**config.mk**
```make
export PLATFORM = sky130hd
export DESIGN_NAME = filter_sched
export DESIGN_NICKNAME = d
export VERILOG_FILES = /design/src/rtl/ws_pkg.sv /design/src/rtl/tile_walker.sv /design/src/rtl/filter_sched.sv
export SDC_FILE = /design/constraint.sdc
export NUM_CORES = 1
export LEC_CHECK = 0
export BUFFER_PORTS_ARGS = -buffer_cell sky130_fd_sc_hd__buf_2
export CAP_MARGIN = 20
export CORE_MARGIN = 3
export CORE_UTILIZATION = 45
export DETAILED_ROUTE_END_ITERATION = 8
export PLACE_DENSITY_LB_ADDON = 0.25
export REMOVE_ABC_BUFFERS = 1
export SYNTH_ARGS = -nofsm -noshare
export SYNTH_HDL_FRONTEND = slang
export SYNTH_SLANG_ARGS = --single-unit
```
**constraint.sdc**
```tcl
create_clock -name clk -period 10.66 [get_ports clk]
set_input_delay 3.198 -clock clk [delete_from_list [all_inputs] [get_ports clk]]
set_output_delay 3.198 -clock clk [all_outputs]
set_load 0.02 [all_outputs]
```
**src/rtl/ws_pkg.sv**
```systemverilog
// Shared types and widths for the weight-stationary filter scheduler.
package ws_pkg;

  localparam int ADDR_W_DEFAULT = 10;
  localparam int P_MAX_DEFAULT  = 14;
  localparam int SHAPE_W        = 9;
  localparam int DIM_W          = 4;
  localparam int K_W            = 17;
  localparam int BASE_W         = 26;

  typedef enum logic [2:0] {
    IDLE,
    LOAD,
    COMPUTE,
    DONE,
    ERR
  } state_t;

  // Clamp a remaining-element count to the per-tile capacity.
  function automatic logic [DIM_W-1:0] min_cnt(input logic [K_W-1:0] rem,
                                                input logic [DIM_W-1:0] cap);
    return (rem > K_W'(cap)) ? cap : rem[DIM_W-1:0];
  endfunction

endpackage

```
**src/rtl/tile_walker.sv**
```systemverilog
// Tile walker: p/q/tile/group counters, running-base address generator and
// partial-tile counts for the filter scheduler.
module tile_walker
  import ws_pkg::*;
#(
  parameter int ADDR_W = ADDR_W_DEFAULT
) (
  input  logic               clk,
  input  logic               rst,
  input  logic               load,
  input  logic [SHAPE_W-1:0] m_in,
  input  logic [SHAPE_W-1:0] c_in,
  input  logic [DIM_W-1:0]   r_in,
  input  logic [DIM_W-1:0]   s_in,
  input  logic [DIM_W-1:0]   p_in,
  input  logic [DIM_W-1:0]   q_in,
  input  logic               fire,
  input  logic               next_tile,
  output logic               tile_end,
  output logic               layer_last,
  output logic [ADDR_W-1:0]  rd_addr,
  output logic [DIM_W-1:0]   rd_p,
  output logic [DIM_W-1:0]   rd_q,
  output logic [DIM_W-1:0]   tile_p_cnt,
  output logic [DIM_W-1:0]   tile_q_cnt
);

  logic [SHAPE_W-1:0] m_r;
  logic [K_W-1:0]     k_r;
  logic [DIM_W-1:0]   p_r, q_r;
  logic [K_W-1:0]     k_shape;

  logic [SHAPE_W:0]   m_base, m_base_nxt, rem_m;
  logic [K_W-1:0]     k_base, k_base_nxt, rem_k;
  logic [DIM_W-1:0]   p_idx, p_idx_nxt, q_idx, q_idx_nxt;
  logic [BASE_W-1:0]  grp_base, grp_nxt, row_base, row_nxt, addr_full;
  logic [ADDR_W-1:0]  addr_r;

  assign k_shape = K_W'(c_in) * K_W'(r_in) * K_W'(s_in);

  assign rem_m      = ({1'b0, m_r} > m_base) ? ({1'b0, m_r} - m_base) : '0;
  assign rem_k      = (k_r > k_base) ? (k_r - k_base) : '0;
  assign tile_p_cnt = min_cnt(K_W'(rem_m), p_r);
  assign tile_q_cnt = min_cnt(rem_k, q_r);

  assign tile_end   = (({1'b0, p_idx} + 5'd1) >= {1'b0, tile_p_cnt}) &&
                      (({1'b0, q_idx} + 5'd1) >= {1'b0, tile_q_cnt});
  assign layer_last = ((k_base + K_W'(q_r)) >= k_r) &&
                      ((m_base + (SHAPE_W+1)'(p_r)) >= {1'b0, m_r});

  // row_base tracks (m_base + p) * K; at a tile end it is deliberately left on
  // the last row so the next group's base is simply one more K beyond it.
  always_comb begin
    m_base_nxt = m_base;
    k_base_nxt = k_base;
    p_idx_nxt  = p_idx;
    q_idx_nxt  = q_idx;
    grp_nxt    = grp_base;
    row_nxt    = row_base;
    if (load) begin
      m_base_nxt = '0;
      k_base_nxt = '0;
      p_idx_nxt  = '0;
      q_idx_nxt  = '0;
      grp_nxt    = '0;
      row_nxt    = '0;
    end else if (fire) begin
      if (({1'b0, p_idx} + 5'd1) < {1'b0, tile_p_cnt}) begin
        p_idx_nxt = p_idx + 4'd1;
        row_nxt   = row_base + BASE_W'(k_r);
      end else begin
        p_idx_nxt = '0;
        if (({1'b0, q_idx} + 5'd1) < {1'b0, tile_q_cnt}) begin
          q_idx_nxt = q_idx + 4'd1;
          row_nxt   = grp_base;
        end else begin
          q_idx_nxt = '0;
        end
      end
    end else if (next_tile) begin
      p_idx_nxt = '0;
      q_idx_nxt = '0;
      if ((k_base + K_W'(q_r)) < k_r) begin
        k_base_nxt = k_base + K_W'(q_r);
        row_nxt    = grp_base;
      end else begin
        k_base_nxt = '0;
        m_base_nxt = m_base + (SHAPE_W+1)'(p_r);
        grp_nxt    = row_base + BASE_W'(k_r);
        row_nxt    = row_base + BASE_W'(k_r);
      end
    end
  end

  assign addr_full = row_nxt + BASE_W'(k_base_nxt) + BASE_W'(q_idx_nxt);

  always_ff @(posedge clk or negedge rst) begin
    if (!rst) begin
      m_r      <= '0;
      k_r      <= '0;
      p_r      <= '0;
      q_r      <= '0;
      m_base   <= '0;
      k_base   <= '0;
      p_idx    <= '0;
      q_idx    <= '0;
      grp_base <= '0;
      row_base <= '0;
      addr_r   <= '0;
    end else begin
      if (load) begin
        m_r <= m_in;
        k_r <= k_shape;
        p_r <= p_in;
        q_r <= q_in;
      end
      m_base   <= m_base_nxt;
      k_base   <= k_base_nxt;
      p_idx    <= p_idx_nxt;
      q_idx    <= q_idx_nxt;
      grp_base <= grp_nxt;
      row_base <= row_nxt;
      addr_r   <= addr_full[ADDR_W-1:0];
    end
  end

  assign rd_addr = addr_r;
  assign rd_p    = p_idx;
  assign rd_q    = q_idx;

endmodule

```
**src/rtl/filter_sched.sv**
```systemverilog
// Filter-bank tile scheduler: FSM and handshakes around tile_walker.
// Define FILTER_SCHED_PERF_EN to build the compute-wait performance counter.
module filter_sched
  import ws_pkg::*;
#(
  parameter int ADDR_W = ADDR_W_DEFAULT,
  parameter int P_MAX  = P_MAX_DEFAULT
) (
  input  logic               clk,
  input  logic               rst,
  input  logic               start,
  input  logic [SHAPE_W-1:0] M,
  input  logic [SHAPE_W-1:0] C,
  input  logic [DIM_W-1:0]   R,
  input  logic [DIM_W-1:0]   S,
  input  logic [DIM_W-1:0]   P,
  input  logic [DIM_W-1:0]   Q,
  input  logic               ld_rdy,
  input  logic               compute_done,
  output logic               rd_en,
  output logic [ADDR_W-1:0]  rd_addr,
  output logic [DIM_W-1:0]   rd_p,
  output logic [DIM_W-1:0]   rd_q,
  output logic               tile_valid,
  output logic [DIM_W-1:0]   tile_p_cnt,
  output logic [DIM_W-1:0]   tile_q_cnt,
  output logic               busy,
  output logic               done,
  output logic               err,
  output logic [15:0]        perf_wait_cycles
);

  state_t state, state_nxt;
  logic   accept, cfg_bad, tile_end, layer_last, next_tile, err_hold;

  assign accept  = (state == IDLE) && start;
  assign cfg_bad = (M == '0) || (C == '0) || (R == '0) || (S == '0) ||
                   (P == '0) || (Q == '0) || (int'(P) > P_MAX);

  always_ff @(posedge clk or negedge rst) begin
    if (!rst) state <= IDLE;
    else      state <= state_nxt;
  end

  always_comb begin
    state_nxt = state;
    case (state)
      IDLE:    if (start) state_nxt = cfg_bad ? ERR : LOAD;
      LOAD:    if (rd_en && tile_end) state_nxt = COMPUTE;
      COMPUTE: if (compute_done) state_nxt = layer_last ? DONE : LOAD;
      DONE:    state_nxt = IDLE;
      ERR:     state_nxt = IDLE;
      default: state_nxt = IDLE;
    endcase
  end

  // err stays up after ERR until the next accepted start.
  always_ff @(posedge clk or negedge rst) begin
    if (!rst)                err_hold <= 1'b0;
    else if (accept)         err_hold <= 1'b0;
    else if (state == ERR)   err_hold <= 1'b1;
  end

  assign rd_en      = (state == LOAD) && ld_rdy;
  assign tile_valid = (state == COMPUTE);
  assign busy       = (state != IDLE);
  assign done       = (state == DONE);
  assign err        = (state == ERR) || err_hold;
  assign next_tile  = (state == COMPUTE) && compute_done && !layer_last;

  tile_walker #(
    .ADDR_W(ADDR_W)
  ) u_walker (
    .clk        (clk),
    .rst        (rst),
    .load       (accept),
    .m_in       (M),
    .c_in       (C),
    .r_in       (R),
    .s_in       (S),
    .p_in       (P),
    .q_in       (Q),
    .fire       (rd_en),
    .next_tile  (next_tile),
    .tile_end   (tile_end),
    .layer_last (layer_last),
    .rd_addr    (rd_addr),
    .rd_p       (rd_p),
    .rd_q       (rd_q),
    .tile_p_cnt (tile_p_cnt),
    .tile_q_cnt (tile_q_cnt)
  );

`ifdef FILTER_SCHED_PERF_EN
  logic [15:0] perf_cnt;

  always_ff @(posedge clk or negedge rst) begin
    if (!rst)
      perf_cnt <= '0;
    else if (accept)
      perf_cnt <= '0;
    else if ((state == COMPUTE) && (perf_cnt != 16'hFFFF))
      perf_cnt <= perf_cnt + 16'd1;
  end

  assign perf_wait_cycles = perf_cnt;
`else
  assign perf_wait_cycles = '0;
`endif

endmodule
```
Yosys cells after proc, flatten, opt, wreduce, memory -nomap -nowiden
Cells that the tools add are included.
{"block": "word_totals", "regBits": 135}
{"block": "op_classes", "add_sub_neg": 11, "multipliers": 2, "magnitude_cmp": 12, "eq_ne": 9, "mux": 38, "reduce_logical": 29}
{"cell": "26-bit two-way mux", "n": 9}
{"cell": "17-bit two-way mux", "n": 5}
{"cell": "10-bit two-way mux", "n": 5}
{"cell": "4-bit two-way mux", "n": 11}
{"cell": "26-bit by 17-bit adder with 26-bit output", "n": 1}
{"cell": "10-bit by 4-bit adder with 10-bit output", "n": 2}
{"cell": "9-bit logical NOT", "n": 2}
{"cell": "17-bit by 4-bit adder with 17-bit output", "n": 1}
{"cell": "17-bit greater-or-equal comparator", "n": 1}
{"cell": "17-bit greater-than comparator", "n": 1}
{"cell": "17-bit by 4-bit greater-than comparator with 1-bit output", "n": 1}
{"cell": "17-bit less-than comparator", "n": 1}
{"cell": "13-bit by 4-bit multiplier with 17-bit output", "n": 1}
{"cell": "17-bit subtractor", "n": 1}
{"cell": "4-bit logical NOT", "n": 4}
{"cell": "9-bit by 4-bit multiplier with 13-bit output", "n": 1}
{"cell": "3-bit two-way mux", "n": 4}
{"cell": "10-bit adder", "n": 1}
{"cell": "4-bit by 1-bit adder with 5-bit output (second input constant)", "n": 2}
{"cell": "10-bit by 9-bit greater-or-equal comparator with 1-bit output", "n": 1}
{"cell": "5-bit by 4-bit greater-or-equal comparator with 1-bit output", "n": 2}
{"cell": "10-bit by 4-bit greater-than comparator with 1-bit output", "n": 1}
{"cell": "9-bit by 10-bit greater-than comparator with 1-bit output", "n": 1}
{"cell": "5-bit by 4-bit less-than comparator with 1-bit output", "n": 2}
{"cell": "19 further kinds", "n": 40}

Logic depth before layout (Yosys ltp)
Gate-level depths: netlist of run 1.
{"block": "depth", "word_depth": 11, "depth_mapped": 44, "depth_no_buf": 43}

Hierarchy
Synthesis of run 1 repeated with hierarchy kept, for this count alone.
{"block": "hier_totals", "cells_unflattened": 1301, "area_unflattened_um2": 11086.9}
{"module": "tile_walker", "n_inst": 1, "cells_per_inst": 1244, "area_per_inst_um2": 10644.0}
{"module": "filter_sched", "n_inst": 1, "cells_per_inst": 57, "area_per_inst_um2": 442.9}

Worst setup path after synthesis of run 1
Ideal clock, no wire load.
{"block": "synth_timing", "path_kind": "input to register", "start": "input port R[3]", "end": "register u_walker.k_r[16]", "arrival_time_ps": 8873, "t_required_ps": 10526, "path_slack_ps": 1653, "stages": 25, "n_path_buf": 1, "path_cell_list": "clkbuf_1 nand2_1 fa_1 fa_1 fa_1 nor2b_1 o21ai_0 a21boi_0 o21ai_0 a21boi_0 o21ai_0 nand2_1 xor2_1 nand2_1 fa_1 inv_1 fa_1 ha_1 and2_1 o21ai_0 o31ai_1 or4_1 a31oi_1 xor2_1 o21ai_0"}
{"block": "synth_between", "elab_chain_cells": 2}
{"element": "start: declaration", "line": "filter_sched.sv:14", "source": "input logic [DIM_W-1:0] R,"}
{"element": "9-bit by 4-bit multiplier with 13-bit output", "line": "tile_walker.sv:39", "source": "assign k_shape = K_W'(c_in) * K_W'(r_in) * K_W'(s_in);"}
{"element": "13-bit by 4-bit multiplier with 17-bit output", "line": "tile_walker.sv:39"}
{"element": "end signal: assignment", "line": "tile_walker.sv:113", "source": "k_r <= k_shape;"}
{"element": "end: declaration", "line": "tile_walker.sv:29", "source": "logic [K_W-1:0] k_r;"}
No other way between the ends.
A chain may end at the register's enable or synchronous reset.

Worst setup path after layout of run 1
Ends and elaborated chain as after synthesis.

==> impl_results.html, run 1 <==
<table>
<tr><th>Metric</th><th>Value</th></tr>
<tr><th colspan="2">Status</th></tr>
<tr><td>Outcome</td><td>completed</td></tr>
<tr><th colspan="2">Routing</th></tr>
<tr><td>Detailed router's first-iteration violation count</td><td>578</td></tr>
<tr><td>Number of vias per cell after detailed routing</td><td>5.43</td></tr>
<tr><td>Total detailed-routing wirelength</td><td>26.1 mm</td></tr>
<tr><td>Detailed-route via count</td><td>9062</td></tr>
<tr><td>Mean routed wirelength per cell</td><td>15.7 microns</td></tr>
<tr><td>Routed Antenna Nets</td><td>0</td></tr>
<tr><td>DRC violation count after routing</td><td>0</td></tr>
<tr><td>Total iterations of the first detailed-routing run</td><td>5</td></tr>
<tr><th colspan="2">STA</th></tr>
<tr><td>Count of pins over their slew limit</td><td>0</td></tr>
<tr><td>Count of final setup violators</td><td>0</td></tr>
<tr><td>PnR worst setup slack</td><td>1.65 ns</td></tr>
<tr><td>Setup repair after global routing missed its margin</td><td>false</td></tr>
<tr><td>Post-route minimum period</td><td>9.01 ns</td></tr>
<tr><td>Max frequency</td><td>111 MHz</td></tr>
<tr><td>Slew of the pin with the lowest slew margin</td><td>0.940 ns</td></tr>
<tr><td>Clock Skew</td><td>0.00495 ns</td></tr>
<tr><td>Aggregate negative setup slack</td><td>0 ns</td></tr>
<tr><td>Worst slew margin</td><td>37.3%</td></tr>
<tr><td>Total count of hold-check failures in the final report</td><td>0</td></tr>
<tr><td>Final cycle utilization of the critical path</td><td>84.5%</td></tr>
<tr><th colspan="2">Layout</th></tr>
<tr><td>Number of antenna diodes</td><td>0</td></tr>
<tr><td>Layout filler cell count</td><td>2331</td></tr>
<tr><td>Post-route insts no fill</td><td>1669</td></tr>
<tr><td>Commonest cells after routing, fill and taps aside</td><td>175 x sky130_fd_sc_hd__nand2_1, 153 x sky130_fd_sc_hd__inv_1, 138 x sky130_fd_sc_hd__ha_1</td></tr>
<tr><td>Most common cell after layout, fill and taps aside</td><td>sky130_fd_sc_hd__nand2_1</td></tr>
<tr><td>Nets</td><td>1568</td></tr>
<tr><td>Final cell utilization of the core</td><td>49.7%</td></tr>
<tr><td>Fraction of layout cells with a size suffix above 1</td><td>8.89%</td></tr>
<tr><td>Area growth from synthesis to final layout</td><td>8.52%</td></tr>
<tr><th colspan="2">Synthesis</th></tr>
<tr><td>Yosys cell types</td><td>63</td></tr>
<tr><td>Number of synthesized register bits</td><td>103</td></tr>
<tr><td>Fraction of the mapped netlist area in compound gates</td><td>17.2%</td></tr>
<tr><td>Average instance area after synthesis</td><td>8.34 sq um</td></tr>
<tr><td>Post-synthesis share of cell area spent on xor and xnor gates</td><td>5.69%</td></tr>
<tr><td>Top flip-flop cell by instance count after synthesis</td><td>sky130_fd_sc_hd__dfrtp_1</td></tr>
<tr><td>Netlist Area Pre-Place</td><td>0.0108 sq mm</td></tr>
<tr><td>Number of warnings printed during yosys synthesis</td><td>0</td></tr>
<tr><td>Count of flip-flops with a built-in enable after synthesis</td><td>0</td></tr>
<tr><td>Post-synthesis simple-gate area fraction</td><td>18.4%</td></tr>
<tr><td>Sequential-to-total area share from yosys stat</td><td>23.9%</td></tr>
<tr><td>Post-synthesis instance total</td><td>1293</td></tr>
<tr><td>Synth async-reset ratio</td><td>100%</td></tr>
<tr><td>Fraction of the mapped netlist area in adder cells</td><td>24.6%</td></tr>
<tr><td>Dominant combinational cell family by area after synthesis</td><td>adder cells</td></tr>
<tr><td>Multiplexer fraction of the synthesized cell area</td><td>2.51%</td></tr>
<tr><th colspan="2">Clock tree</th></tr>
<tr><td>Later-pin clock latency in the skew report</td><td>0.36 ns</td></tr>
<tr><td>Clock-pin slew on the worst setup and hold paths</td><td>0.07 ns</td></tr>
<tr><td>Number of H-tree branching levels</td><td>3</td></tr>
<tr><td>Resized Gates After CTS</td><td>0</td></tr>
<tr><td>Clock buffers created by TritonCTS</td><td>9</td></tr>
<tr><td>CTS root buf</td><td>sky130_fd_sc_hd__clkbuf_16</td></tr>
<tr><td>Setup bufs post-CTS</td><td>0</td></tr>
<tr><td>Buffer depth of the longest clock path</td><td>2</td></tr>
<tr><td>TritonCTS clock tree</td><td>done</td></tr>
<tr><td>Clock sink count</td><td>103</td></tr>
<tr><td>Hold_buf cts</td><td>0</td></tr>
<tr><th colspan="2">Pwr</th></tr>
<tr><td>Total Power</td><td>3.22 mW</td></tr>
<tr><td>P per Cell Area</td><td>275 mW/mm^2</td></tr>
<tr><td>Internal Pwr Total</td><td>1.59 mW</td></tr>
<tr><td>Switching fraction of total power</td><td>50.6%</td></tr>
<tr><td>Highest ir drop seen on vdd</td><td>0.168 mV</td></tr>
<tr><td>Clk pwr share</td><td>10.9%</td></tr>
<tr><td>Static leakage</td><td>5.99 nW</td></tr>
<tr><td>Share of power burned in registers</td><td>18.4%</td></tr>
<tr><td>P_sw</td><td>1.63 mW</td></tr>
<tr><td>Proportion of power drawn by combinational gates</td><td>70.7%</td></tr>
<tr><th colspan="2">Worst setup path</th></tr>
<tr><td>Setup crit end kind</td><td>register</td></tr>
<tr><td>CP arrival</td><td>9.25 ns</td></tr>
<tr><td>Number of buffer and inverter stages on the critical path</td><td>2</td></tr>
<tr><td>Sort of element at the start of the critical path</td><td>primary input</td></tr>
<tr><td>Data required time at the worst endpoint</td><td>10.90 ns</td></tr>
<tr><td>Delay contributed by the slowest stage of the critical path</td><td>0.54 ns</td></tr>
<tr><td>Cell with the biggest individual delay on the critical path</td><td>sky130_fd_sc_hd__fa_1</td></tr>
<tr><td>Type of the setup path with the least slack</td><td>primary input to register</td></tr>
<tr><td>Top fanout value on the critical path</td><td>10</td></tr>
<tr><td>Cell class contributing the biggest share of worst-path delay</td><td>adder cells</td></tr>
<tr><th colspan="2">Global route</th></tr>
<tr><td>Total routing resource utilization after global routing</td><td>20.8%</td></tr>
<tr><td>Remaining global-route overflow</td><td>0</td></tr>
<tr><td>Antenna violations before repair</td><td>0</td></tr>
<tr><td>Vias in the first global route</td><td>8833</td></tr>
<tr><td>Maximum number of pins on one net before global-route repair</td><td>72</td></tr>
<tr><td>First-pass GRT wire length</td><td>44.4 mm</td></tr>
<tr><th colspan="2">Run</th></tr>
<tr><td>Max-capacitance violation count</td><td>0</td></tr>
<tr><th colspan="2">Floorplan</th></tr>
<tr><td>Chip Height</td><td>161 microns</td></tr>
<tr><td>Row cnt</td><td>56</td></tr>
<tr><td>I/O pin count</td><td>86</td></tr>
<tr><td>Full die area</td><td>0.0259 sq mm</td></tr>
<tr><td>Overall die width</td><td>161 microns</td></tr>
<tr><td>Core area</td><td>0.0235 sq mm</td></tr>
<tr><td>Effective utilization at floorplan</td><td>45.8%</td></tr>
<tr><th colspan="2">Placed design</th></tr>
<tr><td>Minimum setup slack after placement</td><td>1.30 ns</td></tr>
<tr><td>Number of placed instances with taps included</td><td>1653</td></tr>
<tr><td>Placer's final routability congestion estimate</td><td>0.916</td></tr>
<tr><td>Port bufs</td><td>69</td></tr>
<tr><td>Detail Placement HPWL</td><td>20.8 mm</td></tr>
<tr><th colspan="2">Min path</th></tr>
<tr><td>Min-delay worst type</td><td>register to register</td></tr>
</table>
-- routing by layer --
layer  up-vias  global-route usage (%)  wire length (microns)
li1       4537                       -                      -
met1      4306                    28.7                  12300
met2       189                    35.1                  12300
met3        30                    1.73                   1030
met4         0                    6.06                    516
met5         -                       0                      0
-- logic make-up after synthesis --
kind of cell,Yosys count
fa+ha+maj,184
other cells,1
flops,103
buf+inv,203
xor+xnor,70
mux,26
compound gates,289
simple gates,417
-- flip-flops by register name (all words and copies together) (netlist names) --
name / cells
u_walker.grp_base: 10
u_walker.m_r: 9
u_walker.p_r: 4
u_walker.rd_p: 4
err_hold: 1
u_walker.m_base: 10
u_walker.k_r: 17
u_walker.q_r: 4
state: 3
u_walker.rd_q: 4
u_walker.k_base: 17
u_walker.rd_addr: 10
u_walker.row_base: 10
-- power groups by stage --
stage	logic, mW	registers (mW)	clock network, mW
6_report	2.28	0.591	0.352
5_1_grt	2.61	0.602	0.372
4_1_cts	2.28	0.591	0.359
3_5_place_dp	2.27	0.598	0
3_3_place_gp	2.24	0.597	0
2_1_floorplan	1.71	0.579	0
-- path summary, 6_finish.rpt --
kind / from / endpoint / slack, ns / depth (start not counted)
max reg2reg: u_walker.k_base[1]$_DFF_PN0_ / u_walker.rd_addr[9]$_DFF_PN0_ / 1.68 / 38
min: u_walker.grp_base[6]$_DFFE_PN0P_ / u_walker.grp_base[6]$_DFFE_PN0P_ / 0.49 / 2
min reg2reg: u_walker.grp_base[6]$_DFFE_PN0P_ / u_walker.grp_base[6]$_DFFE_PN0P_ / 0.49 / 2
max: R[3] / u_walker.k_r[16]$_DFFE_PN0P_ / 1.65 / 25
max in group asynchronous: rst / u_walker.q_r[0]$_DFFE_PN0P_ / 6.55 / 2
min in group asynchronous: rst / u_walker.p_r[2]$_DFFE_PN0P_ / 2.79 / 1
-- tightest hold or removal path, stage by stage (launching register included) --
cell	delay [ns]
sky130_fd_sc_hd__dfrtp_1	0.35
sky130_fd_sc_hd__nand2_1	0.05
sky130_fd_sc_hd__o21ai_0	0.06
-- per-stage QoR --
stage	cell area, sq um	hold WS, ns
after global placement	11400	0.470
after CTS	11700	0.493
after floorplan	10600	0.451
after global routing	11700	0.531
final	11700	0.492
after detailed placement	11400	0.477
-- synth_stat cells (5+ instances only) --
master                     number  area share, %
sky130_fd_sc_hd__a221o_1        6           0.56
sky130_fd_sc_hd__a22oi_1        5           0.35
sky130_fd_sc_hd__a31oi_1        7           0.41
sky130_fd_sc_hd__nand4_1       17           0.99
sky130_fd_sc_hd__a21oi_1       57            2.6
sky130_fd_sc_hd__xnor2_1       48            3.9
sky130_fd_sc_hd__and3_1        11           0.64
sky130_fd_sc_hd__o21bai_1       8           0.56
sky130_fd_sc_hd__dfrtp_1      103             24
sky130_fd_sc_hd__nor3_1        16           0.74
sky130_fd_sc_hd__xor2_1        22            1.8
sky130_fd_sc_hd__fa_1          46            8.5
sky130_fd_sc_hd__or2_2          5           0.29
sky130_fd_sc_hd__a311o_1        5           0.46
sky130_fd_sc_hd__nand3_1       30            1.4
sky130_fd_sc_hd__nor2_1        71            2.5
sky130_fd_sc_hd__clkbuf_1      29            1.0
sky130_fd_sc_hd__or3_1          7           0.41
sky130_fd_sc_hd__a211oi_1      17            1.2
sky130_fd_sc_hd__ha_1         138             16
sky130_fd_sc_hd__a21o_1        30            2.1
sky130_fd_sc_hd__nand2_1      175            6.1
sky130_fd_sc_hd__inv_1        153            5.3
sky130_fd_sc_hd__o211ai_1       5           0.35
sky130_fd_sc_hd__mux2_2         8           0.84
sky130_fd_sc_hd__nand2b_1      10           0.58
sky130_fd_sc_hd__o31ai_1        7           0.49
sky130_fd_sc_hd__nor4_1        13           0.75
sky130_fd_sc_hd__and2_1        38            2.2
sky130_fd_sc_hd__a22o_1        12           0.97
sky130_fd_sc_hd__o21ai_0       94            4.4
sky130_fd_sc_hd__nor2b_1        7           0.41
sky130_fd_sc_hd__buf_4         16            1.1
sky130_fd_sc_hd__mux2i_1       18            1.7
-- cell type report --
class	instances	area [sq um]	area share [%]
inverter	153	574	4.91
sequential	103	2580	22.0
multi-input combinational	1002	7440	63.6
clock inverter	5	56.3	0.481
clock buffer	11	253	2.16
timing repair buffer	76	400	3.42
tap	319	399	3.41
Power figures use the tool's default switching activity.
==> inputs of run 2 (changes only) <==
clock period = 7.3 ns   (was 10.66 ns; I/O delays follow)
==> run 2 against run 1 <==
Net effect: the run now ends with setup timing left; flip-flop and latch count did not move; sequential power is 42% higher; total power grew 95%; critical endpoint is now u_walker.rd_addr[9]$_DFF_PN0_; largest cell class unchanged; largest power group unchanged.
==> impl_results.html, run 2 (synthesis gave the netlist of run 1 again) <==
<table>
<tr><th>Metric</th><th>Value</th></tr>
<tr><th colspan="2">Status</th></tr>
<tr><td>Outcome</td><td>finished with violations</td></tr>
<tr><td>Violated checks</td><td>setup timing</td></tr>
<tr><th colspan="2">Floorplan</th></tr>
<tr><td>Overall die width</td><td>161 microns</td></tr>
<tr><td>Core area</td><td>0.0235 sq mm</td></tr>
<tr><td>Row cnt</td><td>56</td></tr>
<tr><td>Chip Height</td><td>161 microns</td></tr>
<tr><td>Effective utilization at floorplan</td><td>45.8%</td></tr>
<tr><td>I/O pin count</td><td>86</td></tr>
<tr><td>Full die area</td><td>0.0259 sq mm</td></tr>
<tr><th colspan="2">Routing</th></tr>
<tr><td>Routed Antenna Nets</td><td>0</td></tr>
<tr><td>Detailed router's first-iteration violation count</td><td>706</td></tr>
<tr><td>Total detailed-routing wirelength</td><td>30.5 mm</td></tr>
<tr><td>Metal3 WL</td><td>980 microns</td></tr>
<tr><td>Met2 wirelength from detailed routing</td><td>15.4 mm</td></tr>
<tr><td>Metal1 wirelength</td><td>13.4 mm</td></tr>
<tr><td>Detailed-route via count</td><td>10300</td></tr>
<tr><td>Number of vias per cell after detailed routing</td><td>5.33</td></tr>
<tr><td>Total iterations of the first detailed-routing run</td><td>5</td></tr>
<tr><td>DRC violation count after routing</td><td>0</td></tr>
<tr><td>Mean routed wirelength per cell</td><td>15.8 microns</td></tr>
<tr><td>Highest routed metal layer</td><td>met4</td></tr>
<tr><th colspan="2">Clock tree</th></tr>
<tr><td>Number of H-tree branching levels</td><td>3</td></tr>
<tr><td>CTS root buf</td><td>sky130_fd_sc_hd__clkbuf_16</td></tr>
<tr><td>Buffer depth of the longest clock path</td><td>2</td></tr>
<tr><td>Clock sink count</td><td>103</td></tr>
<tr><td>Clock buffers created by TritonCTS</td><td>9</td></tr>
<tr><td>Later-pin clock latency in the skew report</td><td>0.36 ns</td></tr>
<tr><td>Clock-pin slew on the worst setup and hold paths</td><td>0.08 ns</td></tr>
<tr><td>TritonCTS clock tree</td><td>done</td></tr>
<tr><td>Hold_buf cts</td><td>0</td></tr>
<tr><th colspan="2">STA</th></tr>
<tr><td>Clock Skew</td><td>0.0118 ns</td></tr>
<tr><td>Post-route minimum period</td><td>7.68 ns</td></tr>
<tr><td>Final hold slack</td><td>0.507 ns</td></tr>
<tr><td>Max frequency</td><td>130 MHz</td></tr>
<tr><td>Worst slew margin</td><td>35.7%</td></tr>
<tr><td>Final cycle utilization of the critical path</td><td>105%</td></tr>
<tr><td>Count of pins over their slew limit</td><td>0</td></tr>
<tr><td>Slew of the pin with the lowest slew margin</td><td>0.956 ns</td></tr>
<tr><td>PnR worst setup slack</td><td>-0.385 ns</td></tr>
<tr><td>Total count of hold-check failures in the final report</td><td>0</td></tr>
<tr><td>Aggregate negative setup slack</td><td>-1.08 ns</td></tr>
<tr><td>Count of final setup violators</td><td>6</td></tr>
<tr><td>Setup repair after global routing missed its margin</td><td>true</td></tr>
<tr><th colspan="2">Layout</th></tr>
<tr><td>Fraction of layout cells with a size suffix above 1</td><td>30.3%</td></tr>
<tr><td>Commonest cells after routing, fill and taps aside</td><td>266 x sky130_fd_sc_hd__buf_4, 163 x sky130_fd_sc_hd__nand2_1, 144 x sky130_fd_sc_hd__inv_1</td></tr>
<tr><td>Number of antenna diodes</td><td>0</td></tr>
<tr><td>Most common cell after layout, fill and taps aside</td><td>sky130_fd_sc_hd__buf_4</td></tr>
<tr><td>Nets</td><td>1834</td></tr>
<tr><td>Post-route insts no fill</td><td>1935</td></tr>
<tr><td>Layout filler cell count</td><td>2064</td></tr>
<tr><td>Registers with the highest flip-flop counts</td><td>u_walker.k_base: 17 flops, u_walker.k_r: 17 flops</td></tr>
<tr><td>Final design area excluding fillers</td><td>0.0144 sq mm</td></tr>
<tr><td>Area growth from synthesis to final layout</td><td>33.8%</td></tr>
<tr><td>Final cell utilization of the core</td><td>61.3%</td></tr>
<tr><th colspan="2">Pwr</th></tr>
<tr><td>Static leakage</td><td>7.44 nW</td></tr>
<tr><td>Highest ir drop seen on vdd</td><td>0.208 mV</td></tr>
<tr><td>P per Cell Area</td><td>436 mW/mm^2</td></tr>
<tr><td>Total Power</td><td>6.29 mW</td></tr>
<tr><th colspan="2">Global route</th></tr>
<tr><td>Maximum number of pins on one net before global-route repair</td><td>62</td></tr>
<tr><td>Remaining global-route overflow</td><td>0</td></tr>
<tr><td>Antenna violations before repair</td><td>0</td></tr>
<tr><td>Vias in the first global route</td><td>10300</td></tr>
<tr><td>Total routing resource utilization after global routing</td><td>23.0%</td></tr>
<tr><td>First-pass GRT wire length</td><td>49.3 mm</td></tr>
<tr><th colspan="2">Placed design</th></tr>
<tr><td>Minimum setup slack after placement</td><td>-0.977 ns</td></tr>
<tr><td>Detail Placement HPWL</td><td>23.1 mm</td></tr>
<tr><td>Placement Cell Area</td><td>0.0131 sq mm</td></tr>
<tr><td>Placer's final routability congestion estimate</td><td>0.887</td></tr>
<tr><td>Number of placed instances with taps included</td><td>1877</td></tr>
<tr><td>Port bufs</td><td>69</td></tr>
<tr><th colspan="2">Worst setup path</th></tr>
<tr><td>Delay contributed by the slowest stage of the critical path</td><td>0.56 ns</td></tr>
<tr><td>CP dominant cell by count</td><td>sky130_fd_sc_hd__ha_4</td></tr>
<tr><td>Sort of element at the start of the critical path</td><td>register</td></tr>
<tr><td>Setup crit end kind</td><td>register</td></tr>
<tr><td>Data required time at the worst endpoint</td><td>7.59 ns</td></tr>
<tr><td>Cell with the biggest individual delay on the critical path</td><td>sky130_fd_sc_hd__fa_1</td></tr>
<tr><td>Type of the setup path with the least slack</td><td>register to register</td></tr>
<tr><td>Top fanout value on the critical path</td><td>6</td></tr>
<tr><td>CP arrival</td><td>7.97 ns</td></tr>
<tr><th colspan="2">Min path</th></tr>
<tr><td>Min-delay worst type</td><td>register to register</td></tr>
<tr><th colspan="2">Run</th></tr>
<tr><td>Max-capacitance violation count</td><td>0</td></tr>
</table>
==> run 2: changes by cell type in the layout (fill, tap and decap cells not counted), sizes merged <==
| cell | before | now |
|---|---|---|
| clkinvlp | 1 | 2 |
| bufinv | 1 | 0 |
| clkbuf | 11 | 10 |
| buf | 76 | 342 |
| clkinv | 3 | 1 |
| inv | 153 | 156 |
==> run 2: layer usage <==
layer / vias to the layer above / global-route usage (%)
met5: - / 0
met4: 0 / 6.61
met3: 56 / 2.04
met2: 218 / 41.5
met1: 4954 / 29.3
li1: 5083 / -
==> run 2: repair_timing <==
item,in CTS,in global routing
endpoints found under the setup margin,13,13
gates resized for setup,86,88
pin swaps,63,75
buffers inserted,40,19
cloned,0,1
==> run 2: report_power, final <==
group / switching, mW / internal (mW) / total, mW
Combinational: 2.56 / 2.41 / 4.97
Clock: 0.246 / 0.238 / 0.484
Sequential: 0.124 / 0.715 / 0.839
==> run 2: final timing paths <==
check                                                    to  cells past startpoint                              from  slack (ns)
setup / recovery              u_walker.rd_addr[9]$_DFF_PN0_                     35      u_walker.k_base[2]$_DFF_PN0_       -0.38
hold / removal             u_walker.grp_base[6]$_DFFE_PN0P_                      2  u_walker.grp_base[6]$_DFFE_PN0P_        0.51
setup reg to reg              u_walker.rd_addr[9]$_DFF_PN0_                     35      u_walker.k_base[2]$_DFF_PN0_       -0.38
hold reg to reg            u_walker.grp_base[6]$_DFFE_PN0P_                      2  u_walker.grp_base[6]$_DFFE_PN0P_        0.51
max in group asynchronous              state[2]$_DFFE_PN0P_                      2                               rst        4.27
min in group asynchronous       u_walker.p_r[2]$_DFFE_PN0P_                      1                               rst        1.91
==> run 2: final cells by class <==
class,count,area (sq um),area share [%]
multi-input cells,1002,8130,56.3
flip-flops and latches,103,2580,17.9
repair buffers,342,2470,17.1
inverters,153,574,3.98
well taps,319,399,2.77
clock buffers,10,229,1.59
clock inverters,6,52.6,0.364
==> run 2: critical path: cells and delay by family (launching register included) <==
kind / cells / cell delay (ns)
compound gates: 15 / 2.96
simple gates: 5 / 1.10
buf+inv: 5 / 0.63
flops: 1 / 0.39
mux: 2 / 0.43
xor+xnor: 3 / 0.47
fa+ha+maj: 5 / 1.59
